**src/rtl/move_sched_if.sv**
```systemverilog
// Handshake and status bundle between the move scheduler and its
// surroundings (key decoder, speed selector, collision logic, snake datapath).
interface move_sched_if;
  logic [2:0]  key_stroke;
  logic [1:0]  speed;
  logic        game_over;
  logic        step_ack;
  logic        step_req;
  logic [1:0]  dir;
  logic        paused;
  logic [15:0] step_count;

  // Driver side: game control and datapath feeding the scheduler.
  modport master (
    output key_stroke, speed, game_over, step_ack,
    input  step_req, dir, paused, step_count
  );

  // Scheduler side.
  modport slave (
    input  key_stroke, speed, game_over, step_ack,
    output step_req, dir, paused, step_count
  );
endinterface

```
**src/rtl/move_sched.sv**
```systemverilog
// Snake move scheduler: paces step requests at a speed-dependent period,
// filters direction keys against reversal, handles pause and game over.
module move_sched #(
  parameter int unsigned TICK_BASE = 2500000,
  parameter int unsigned CNT_W     = 24
) (
  input logic         clk_25M,
  input logic         rst,
  move_sched_if.slave bus
);

  typedef enum logic [1:0] {
    RUN      = 2'd0,
    WAIT_ACK = 2'd1,
    PAUSED   = 2'd2,
    OVER     = 2'd3
  } state_t;

  localparam logic [2:0] KEY_PAUSE = 3'b100;
  localparam logic [1:0] DIR_RIGHT = 2'b11;

  state_t           state_q, state_d;
  logic [CNT_W-1:0] cnt_q, cnt_d;
  logic [1:0]       spd_q, spd_d;
  logic [1:0]       dir_q, dir_d;
  logic [1:0]       pend_q, pend_d;
  logic             req_q, req_d;
  logic [15:0]      scnt_q, scnt_d;
  logic             pause_pend_q, pause_pend_d;

  logic             key_is_dir;
  logic             key_is_pause;
  logic             key_accept;
  logic [1:0]       spd_eff;

  // Last counter value of a period: TICK_BASE*(4-speed) - 1.
  function automatic logic [CNT_W-1:0] last_count(input logic [1:0] spd);
    logic [31:0] per;
    per = TICK_BASE * (32'd4 - {30'd0, spd});
    return per[CNT_W-1:0] - CNT_W'(1);
  endfunction

  // Key classification; reversal is judged against the committed direction
  // so two quick keys cannot sneak the snake into itself.
  always_comb begin
    key_is_dir   = (bus.key_stroke[2] == 1'b0);
    key_is_pause = (bus.key_stroke == KEY_PAUSE);
    key_accept   = key_is_dir &&
                   !((bus.key_stroke[1] == dir_q[1]) &&
                     (bus.key_stroke[0] != dir_q[0]));
    // At period start the live speed applies, so the very first period after
    // reset already uses the requested rate.
    spd_eff      = (cnt_q == '0) ? bus.speed : spd_q;
  end

  // Next-state and datapath update logic.
  always_comb begin
    state_d      = state_q;
    cnt_d        = cnt_q;
    spd_d        = spd_q;
    dir_d        = dir_q;
    pend_d       = pend_q;
    req_d        = req_q;
    scnt_d       = scnt_q;
    pause_pend_d = pause_pend_q;

    if ((state_q != OVER) && key_accept) begin
      pend_d = bus.key_stroke[1:0];
    end

    case (state_q)
      RUN: begin
        if (cnt_q == '0) begin
          spd_d = bus.speed;
        end
        if (bus.game_over) begin
          state_d = OVER;
          cnt_d   = '0;
          req_d   = 1'b0;
        end else if (key_is_pause) begin
          state_d = PAUSED;
        end else if (cnt_q == last_count(spd_eff)) begin
          state_d      = WAIT_ACK;
          cnt_d        = '0;
          req_d        = 1'b1;
          dir_d        = pend_q;
          pause_pend_d = 1'b0;
        end else begin
          cnt_d = cnt_q + CNT_W'(1);
        end
      end

      WAIT_ACK: begin
        if (bus.game_over) begin
          state_d      = OVER;
          cnt_d        = '0;
          req_d        = 1'b0;
          pause_pend_d = 1'b0;
        end else if (bus.step_ack) begin
          // A pause seen while waiting is honoured once the step completes.
          state_d      = (pause_pend_q || key_is_pause) ? PAUSED : RUN;
          req_d        = 1'b0;
          scnt_d       = scnt_q + 16'd1;
          pause_pend_d = 1'b0;
        end else if (key_is_pause) begin
          pause_pend_d = 1'b1;
        end
      end

      PAUSED: begin
        if (bus.game_over) begin
          state_d = OVER;
          cnt_d   = '0;
          req_d   = 1'b0;
        end else if (key_is_dir) begin
          state_d = RUN;
        end
      end

      OVER: begin
        req_d = 1'b0;
        cnt_d = '0;
      end

      default: begin
        state_d = OVER;
        req_d   = 1'b0;
        cnt_d   = '0;
      end
    endcase
  end

  // State register; asynchronous reset also drops an outstanding request.
  always_ff @(posedge clk_25M or posedge rst) begin
    if (rst) begin
      state_q      <= RUN;
      cnt_q        <= '0;
      spd_q        <= 2'd0;
      dir_q        <= DIR_RIGHT;
      pend_q       <= DIR_RIGHT;
      req_q        <= 1'b0;
      scnt_q       <= 16'd0;
      pause_pend_q <= 1'b0;
    end else begin
      state_q      <= state_d;
      cnt_q        <= cnt_d;
      spd_q        <= spd_d;
      dir_q        <= dir_d;
      pend_q       <= pend_d;
      req_q        <= req_d;
      scnt_q       <= scnt_d;
      pause_pend_q <= pause_pend_d;
    end
  end

  assign bus.step_req   = req_q;
  assign bus.dir        = dir_q;
  assign bus.paused     = (state_q == PAUSED);
  assign bus.step_count = scnt_q;

endmodule

```
**src/flat_wrapper.sv**
```systemverilog
// flat-port wrapper written by rule: the top's interface ports become plain ports
module move_sched_flat 
#(
  parameter int unsigned TICK_BASE = 2500000,
  parameter int unsigned CNT_W     = 24
)
  (clk_25M, rst, bus_key_stroke, bus_speed, bus_game_over, bus_step_ack, bus_step_req, bus_dir, bus_paused, bus_step_count);
  move_sched_if bus_i ();
  input logic clk_25M;
  input logic rst;
  input wire logic [$bits(bus_i.key_stroke)-1:0] bus_key_stroke;
  input wire logic [$bits(bus_i.speed)-1:0] bus_speed;
  input wire logic [$bits(bus_i.game_over)-1:0] bus_game_over;
  input wire logic [$bits(bus_i.step_ack)-1:0] bus_step_ack;
  output wire logic [$bits(bus_i.step_req)-1:0] bus_step_req;
  output wire logic [$bits(bus_i.dir)-1:0] bus_dir;
  output wire logic [$bits(bus_i.paused)-1:0] bus_paused;
  output wire logic [$bits(bus_i.step_count)-1:0] bus_step_count;
  assign bus_i.key_stroke = bus_key_stroke;
  assign bus_i.speed = bus_speed;
  assign bus_i.game_over = bus_game_over;
  assign bus_i.step_ack = bus_step_ack;
  assign bus_step_req = bus_i.step_req;
  assign bus_dir = bus_i.dir;
  assign bus_paused = bus_i.paused;
  assign bus_step_count = bus_i.step_count;
  move_sched #(.TICK_BASE(TICK_BASE), .CNT_W(CNT_W)) u_core (.clk_25M(clk_25M), .rst(rst), .bus(bus_i));
endmodule
```
**config.mk**
```make
export PLATFORM = sky130hd
export DESIGN_NAME = move_sched_flat
export DESIGN_NICKNAME = d
export VERILOG_FILES = /design/src/rtl/move_sched_if.sv /design/src/rtl/move_sched.sv /design/src/flat_wrapper.sv
export SDC_FILE = /design/constraint.sdc
export NUM_CORES = 1
export LEC_CHECK = 0
export ABC_AREA = 0
export BUFFER_PORTS_ARGS = -buffer_cell sky130_fd_sc_hd__clkbuf_2
export CAP_MARGIN = 10
export CORE_MARGIN = 2
export CORE_UTILIZATION = 61
export CTS_BUF_LIST = sky130_fd_sc_hd__clkbuf_4 sky130_fd_sc_hd__clkbuf_8
export CTS_CLUSTER_DIAMETER = 60
export CTS_CLUSTER_SIZE = 10
export DETAILED_ROUTE_END_ITERATION = 10
export GPL_ROUTABILITY_DRIVEN = 0
export PLACE_DENSITY_LB_ADDON = 0.2
export SLEW_MARGIN = 30
export SYNTH_ARGS = -nofsm -noshare
export SYNTH_HDL_FRONTEND = slang
export SYNTH_SLANG_ARGS = --single-unit
```
**constraint.sdc**
```tcl
create_clock -name clk_25M -period 4.5 [get_ports clk_25M]
set_input_delay 0.9 -clock clk_25M [delete_from_list [all_inputs] [get_ports clk_25M]]
set_output_delay 0.9 -clock clk_25M [all_outputs]
set_load 0.03 [all_outputs]
```
==> impl_summary.log <==
[metrics] post_cts resized: 0
[metrics] share of synthesized area occupied by flip-flops and latches: 44.4%
[metrics] number of buffers created by CTS: 5
[metrics] Lkg Pwr: 0.00144 uW
[metrics] placement-stage cell area: 0.00301 sq mm
[metrics] FF+latch count, synth: 50
[metrics] final routed wire length divided by cell count: 14.0 um
[metrics] layout cell share with drive strength beyond 1: 17.8%
[metrics] die area: roughly 0.0052 sq mm
[metrics] row count: 24
[metrics] slew at the pin closest to its max-slew limit: 0.734 ns
[metrics] most common cell in the synthesized netlist: sky130_fd_sc_hd__nor2_1
[metrics] net switching component of the power: 512 uW
[metrics] pin count of the biggest net entering global routing: just over 50
[metrics] Yosys warning count: 0
[metrics] fraction of post-synthesis cell area in the top cell type by area: approximately two fifths
[metrics] top cells by area, synth: sky130_fd_sc_hd__dfrtp_1, sky130_fd_sc_hd__xnor2_1, sky130_fd_sc_hd__nor2_1
[metrics] Post-Syn Area per Cell: 9.40 sq um
[metrics] Hold-fix buffers, CTS: 0
[metrics] total buffers and inverters traversed by the critical path: 2
[metrics] source-to-sink clock delay at the later pin of the worst-skew pair: slightly above 0.3 ns
[metrics] portion of the clock cycle consumed by the worst path in the final layout: between 80% and 90%
[metrics] slowest CP cell: sky130_fd_sc_hd__or4b_4
[metrics] combined area of all synthesized cells: between 0.002 and 0.003 sq mm
[metrics] clock skew: between 0.01 and 0.015 ns
[metrics] final design utilization: 70.4%
[metrics] DR vias/cell: 5.74
[metrics] y dimension of the die: 72.1 um
[metrics] max_cap viols: 0
[metrics] maximum achievable frequency: 252 MHz
[metrics] final design area excluding fillers: approximately 0.0031 sq mm
[metrics] clock net sink count: 50
[metrics] residual overflow from global routing: 0
[metrics] fraction of power consumed by combinational cells: around 36%
[metrics] Clock Tree Buf Depth: 2
[metrics] status: complete, no violations
[metrics] port bufs: 28
[metrics] routed length on met3: 201 um
[metrics] via count of the first global-routing pass: 2038
[metrics] cell accounting for the most synthesized area: sky130_fd_sc_hd__dfrtp_1
[metrics] effective utilization at floorplan: 64.1%
[metrics] ANT nets after route: 0
[metrics] relative max-transition margin: about half
[metrics] number of antenna violations at the first check in global routing: 0
[metrics] GR Util All Layers: 23.2%
[metrics] CTS tree: done
[metrics] clock root buffer master: sky130_fd_sc_hd__clkbuf_8
[metrics] startpoint class of the critical path: flip-flop
[metrics] gate count after technology mapping: 301
[metrics] Final Hold Violating Endpoints: 0
[metrics] highest metal layer with signal wires: met4
[metrics] most used flip-flop cell after synthesis: sky130_fd_sc_hd__dfrtp_1
[metrics] Critical Path Max Stage Delay: 0.52 ns
[metrics] number of enable flip-flop cells after synthesis: 0
[metrics] Final setup violation count: 0
[metrics] Worst Setup Path Type: reg2reg
[metrics] Clk pwr share: 20.6%
[metrics] clock period minus final worst setup slack: between 3 and 4 ns
[metrics] worst path arrival time: approximately 4.2 ns
[metrics] proportion of power drawn by flip-flops and latches: a little over two fifths
[metrics] worst hold path type: reg2reg
[metrics] worst vdd rail ir drop: 0.432 mV
[metrics] sw frac: 39.4%
[metrics] fin. max-slew vios: 0
[metrics] iteration-0 DRC count of the detailed router: 137
[metrics] num ports: 29
[metrics] Post-synth ARST share: 100%
[metrics] number of nets in the final layout: 350
[metrics] area growth from synthesis to layout: 9.82%
[metrics] commonest cells in the synthesized netlist: sky130_fd_sc_hd__nor2_1, sky130_fd_sc_hd__dfrtp_1, sky130_fd_sc_hd__nand2_1, sky130_fd_sc_hd__xnor2_1, sky130_fd_sc_hd__nand3_1
[metrics] CTS clk-pin slew, worst paths: about 0.1 ns
[metrics] HPWL reported at the end of detailed placement: between 3000 and 4000 um
[metrics] total met2 wirelength after detailed routing: 2470 um
[metrics] DRT met1 WL: 2640 um
[metrics] RSZ-0062 raised after global routing: false
[metrics] power density normalized to cell area: approximately 420 mW/mm^2
[metrics] vias post-DR: between 2000 and 2500
[metrics] Crit Path Max Fanout: 6
[metrics] Fin Setup TNS: 0 ns
[metrics] Post-CTS Setup Repair Bufs: 0
[metrics] post-synth net total: 320
[metrics] deepest level of the CTS H-tree: 2
[metrics] first-pass detailed-route iteration total: 4
[metrics] distinct cell type count of the synthesized netlist: 50
[metrics] Crit path required time: 4.74 ns
[metrics] Die Wd: 72.1 um
[metrics] list of cells traversed by the critical path: inv_1 -> ha_1 -> nor4b_2 -> nand4b_1 -> nor2_1 -> mux2i_1 -> inv_1 -> ha_1 -> nor4b_1 -> o22ai_1 -> or3_1 -> nor2_1 -> mux2i_1 -> or4b_4 -> mux2_4
[metrics] fill cell total of the finished layout: 353
[metrics] Antenna diodes: 0
[metrics] total power of the final layout: 1300 uW
[metrics] family of cells with the greatest summed delay on the critical path: simple AND/OR/NAND/NOR gates
[metrics] number of design rule violations left after detail routing: 0
[metrics] CORE AREA: 0.00441 sq mm
[metrics] Int Power: 788 uW
[metrics] critical path endpoint category: flip-flop
[metrics] first-pass GRT wire length: 9410 um
[metrics] wire length after detailed routing: 5380 um
-- worst paths after layout --
check	startpoint	to	slack (ns)	depth (start not counted)
max in group asynchronous	rst	u_core.cnt_q[17]	3.44	2
worst max register to register	u_core.cnt_q[0]	u_core.bus.dir[1]	0.54	15
worst max-delay path	u_core.cnt_q[0]	u_core.bus.dir[1]	0.54	15
worst min-delay path	u_core.bus.step_count[15]	u_core.bus.step_count[15]	0.48	1
worst min register to register	u_core.bus.step_count[15]	u_core.bus.step_count[15]	0.48	1
min in group asynchronous	rst	u_core.bus.step_count[8]	0.64	2
-- power groups by stage --
stage	clock network [uW]	logic [uW]	registers [uW]
6_report	268	473	560
2_1_floorplan	0	334	587
4_1_cts	274	474	558
3_3_place_gp	0	462	564
3_5_place_dp	0	473	566
5_1_grt	290	526	567
-- placed cells by master (no fill, tap or decap), types with 2 or more instances in the layout --
cell / count
sky130_fd_sc_hd__a21oi_1: 12
sky130_fd_sc_hd__and3_1: 5
sky130_fd_sc_hd__and3_2: 2
sky130_fd_sc_hd__and4_1: 2
sky130_fd_sc_hd__clkbuf_2: 28
sky130_fd_sc_hd__clkbuf_8: 5
sky130_fd_sc_hd__clkinvlp_4: 2
sky130_fd_sc_hd__dfrtp_1: 46
sky130_fd_sc_hd__dfstp_2: 4
sky130_fd_sc_hd__ha_1: 10
sky130_fd_sc_hd__inv_1: 14
sky130_fd_sc_hd__mux2_2: 3
sky130_fd_sc_hd__mux2_4: 2
sky130_fd_sc_hd__mux2i_1: 2
sky130_fd_sc_hd__nand2_1: 25
sky130_fd_sc_hd__nand2b_1: 2
sky130_fd_sc_hd__nand3_1: 20
sky130_fd_sc_hd__nand4_1: 8
sky130_fd_sc_hd__nand4b_1: 2
sky130_fd_sc_hd__nor2_1: 48
sky130_fd_sc_hd__nor2b_1: 2
sky130_fd_sc_hd__nor3_1: 8
sky130_fd_sc_hd__nor4_1: 3
sky130_fd_sc_hd__nor4b_1: 2
sky130_fd_sc_hd__o211ai_1: 2
sky130_fd_sc_hd__o21ai_0: 7
sky130_fd_sc_hd__or3b_2: 2
sky130_fd_sc_hd__xnor2_1: 21
sky130_fd_sc_hd__xor2_1: 18
-- state kept, by name (all words and copies together) (netlist names) --
name / flops
u_core.pause_pend_q: 1
u_core.bus.step_req: 1
u_core.state_q: 2
u_core.cnt_q: 24
u_core.pend_q: 2
u_core.spd_q: 2
u_core.bus.dir: 2
u_core.bus.step_count: 16
-- per-layer routing --
metal	track usage (%)	vias to the layer above
li1	-	1087
met1	32.4	1058
met2	36.4	49
met3	4.44	11
met4	8.39	0
met5	0	-
-- metrics by stage --
step | hold slack (ns) | setup WS [ns] | std cells
floorplan | 0.489 | 0.880 | 301
global placement | 0.469 | 0.710 | 376
detailed placement | 0.467 | 0.532 | 376
CTS | 0.483 | 0.534 | 384
global route | 0.516 | 0.245 | 384
finish | 0.480 | 0.536 | 384
-- layout make-up --
cell class	instances	area (sq um)	area share, %
Tap cell	52	65.1	2.09
Clock buffer	5	68.8	2.22
Sequential cell	50	1260	40.4
Clock inverter	3	23.8	0.765
Multi-Input combinational cell	230	1490	47.8
Inverter	15	58.8	1.89
Timing Repair Buffer	29	148	4.75
-- cell families after synthesis --
| group | synth area share (%) |
|---|---|
| AO/OA/AOI/OAI | 7.08 |
| buffers and inverters | 3.05 |
| multiplexers | 2.96 |
| AND/OR/NAND/NOR | 26.0 |
| adder cells (fa/ha/maj) | 4.42 |
| XOR/XNOR | 12.1 |
| flip-flops | 44.4 |
No activity file was read; power rests on OpenSTA's default activity.
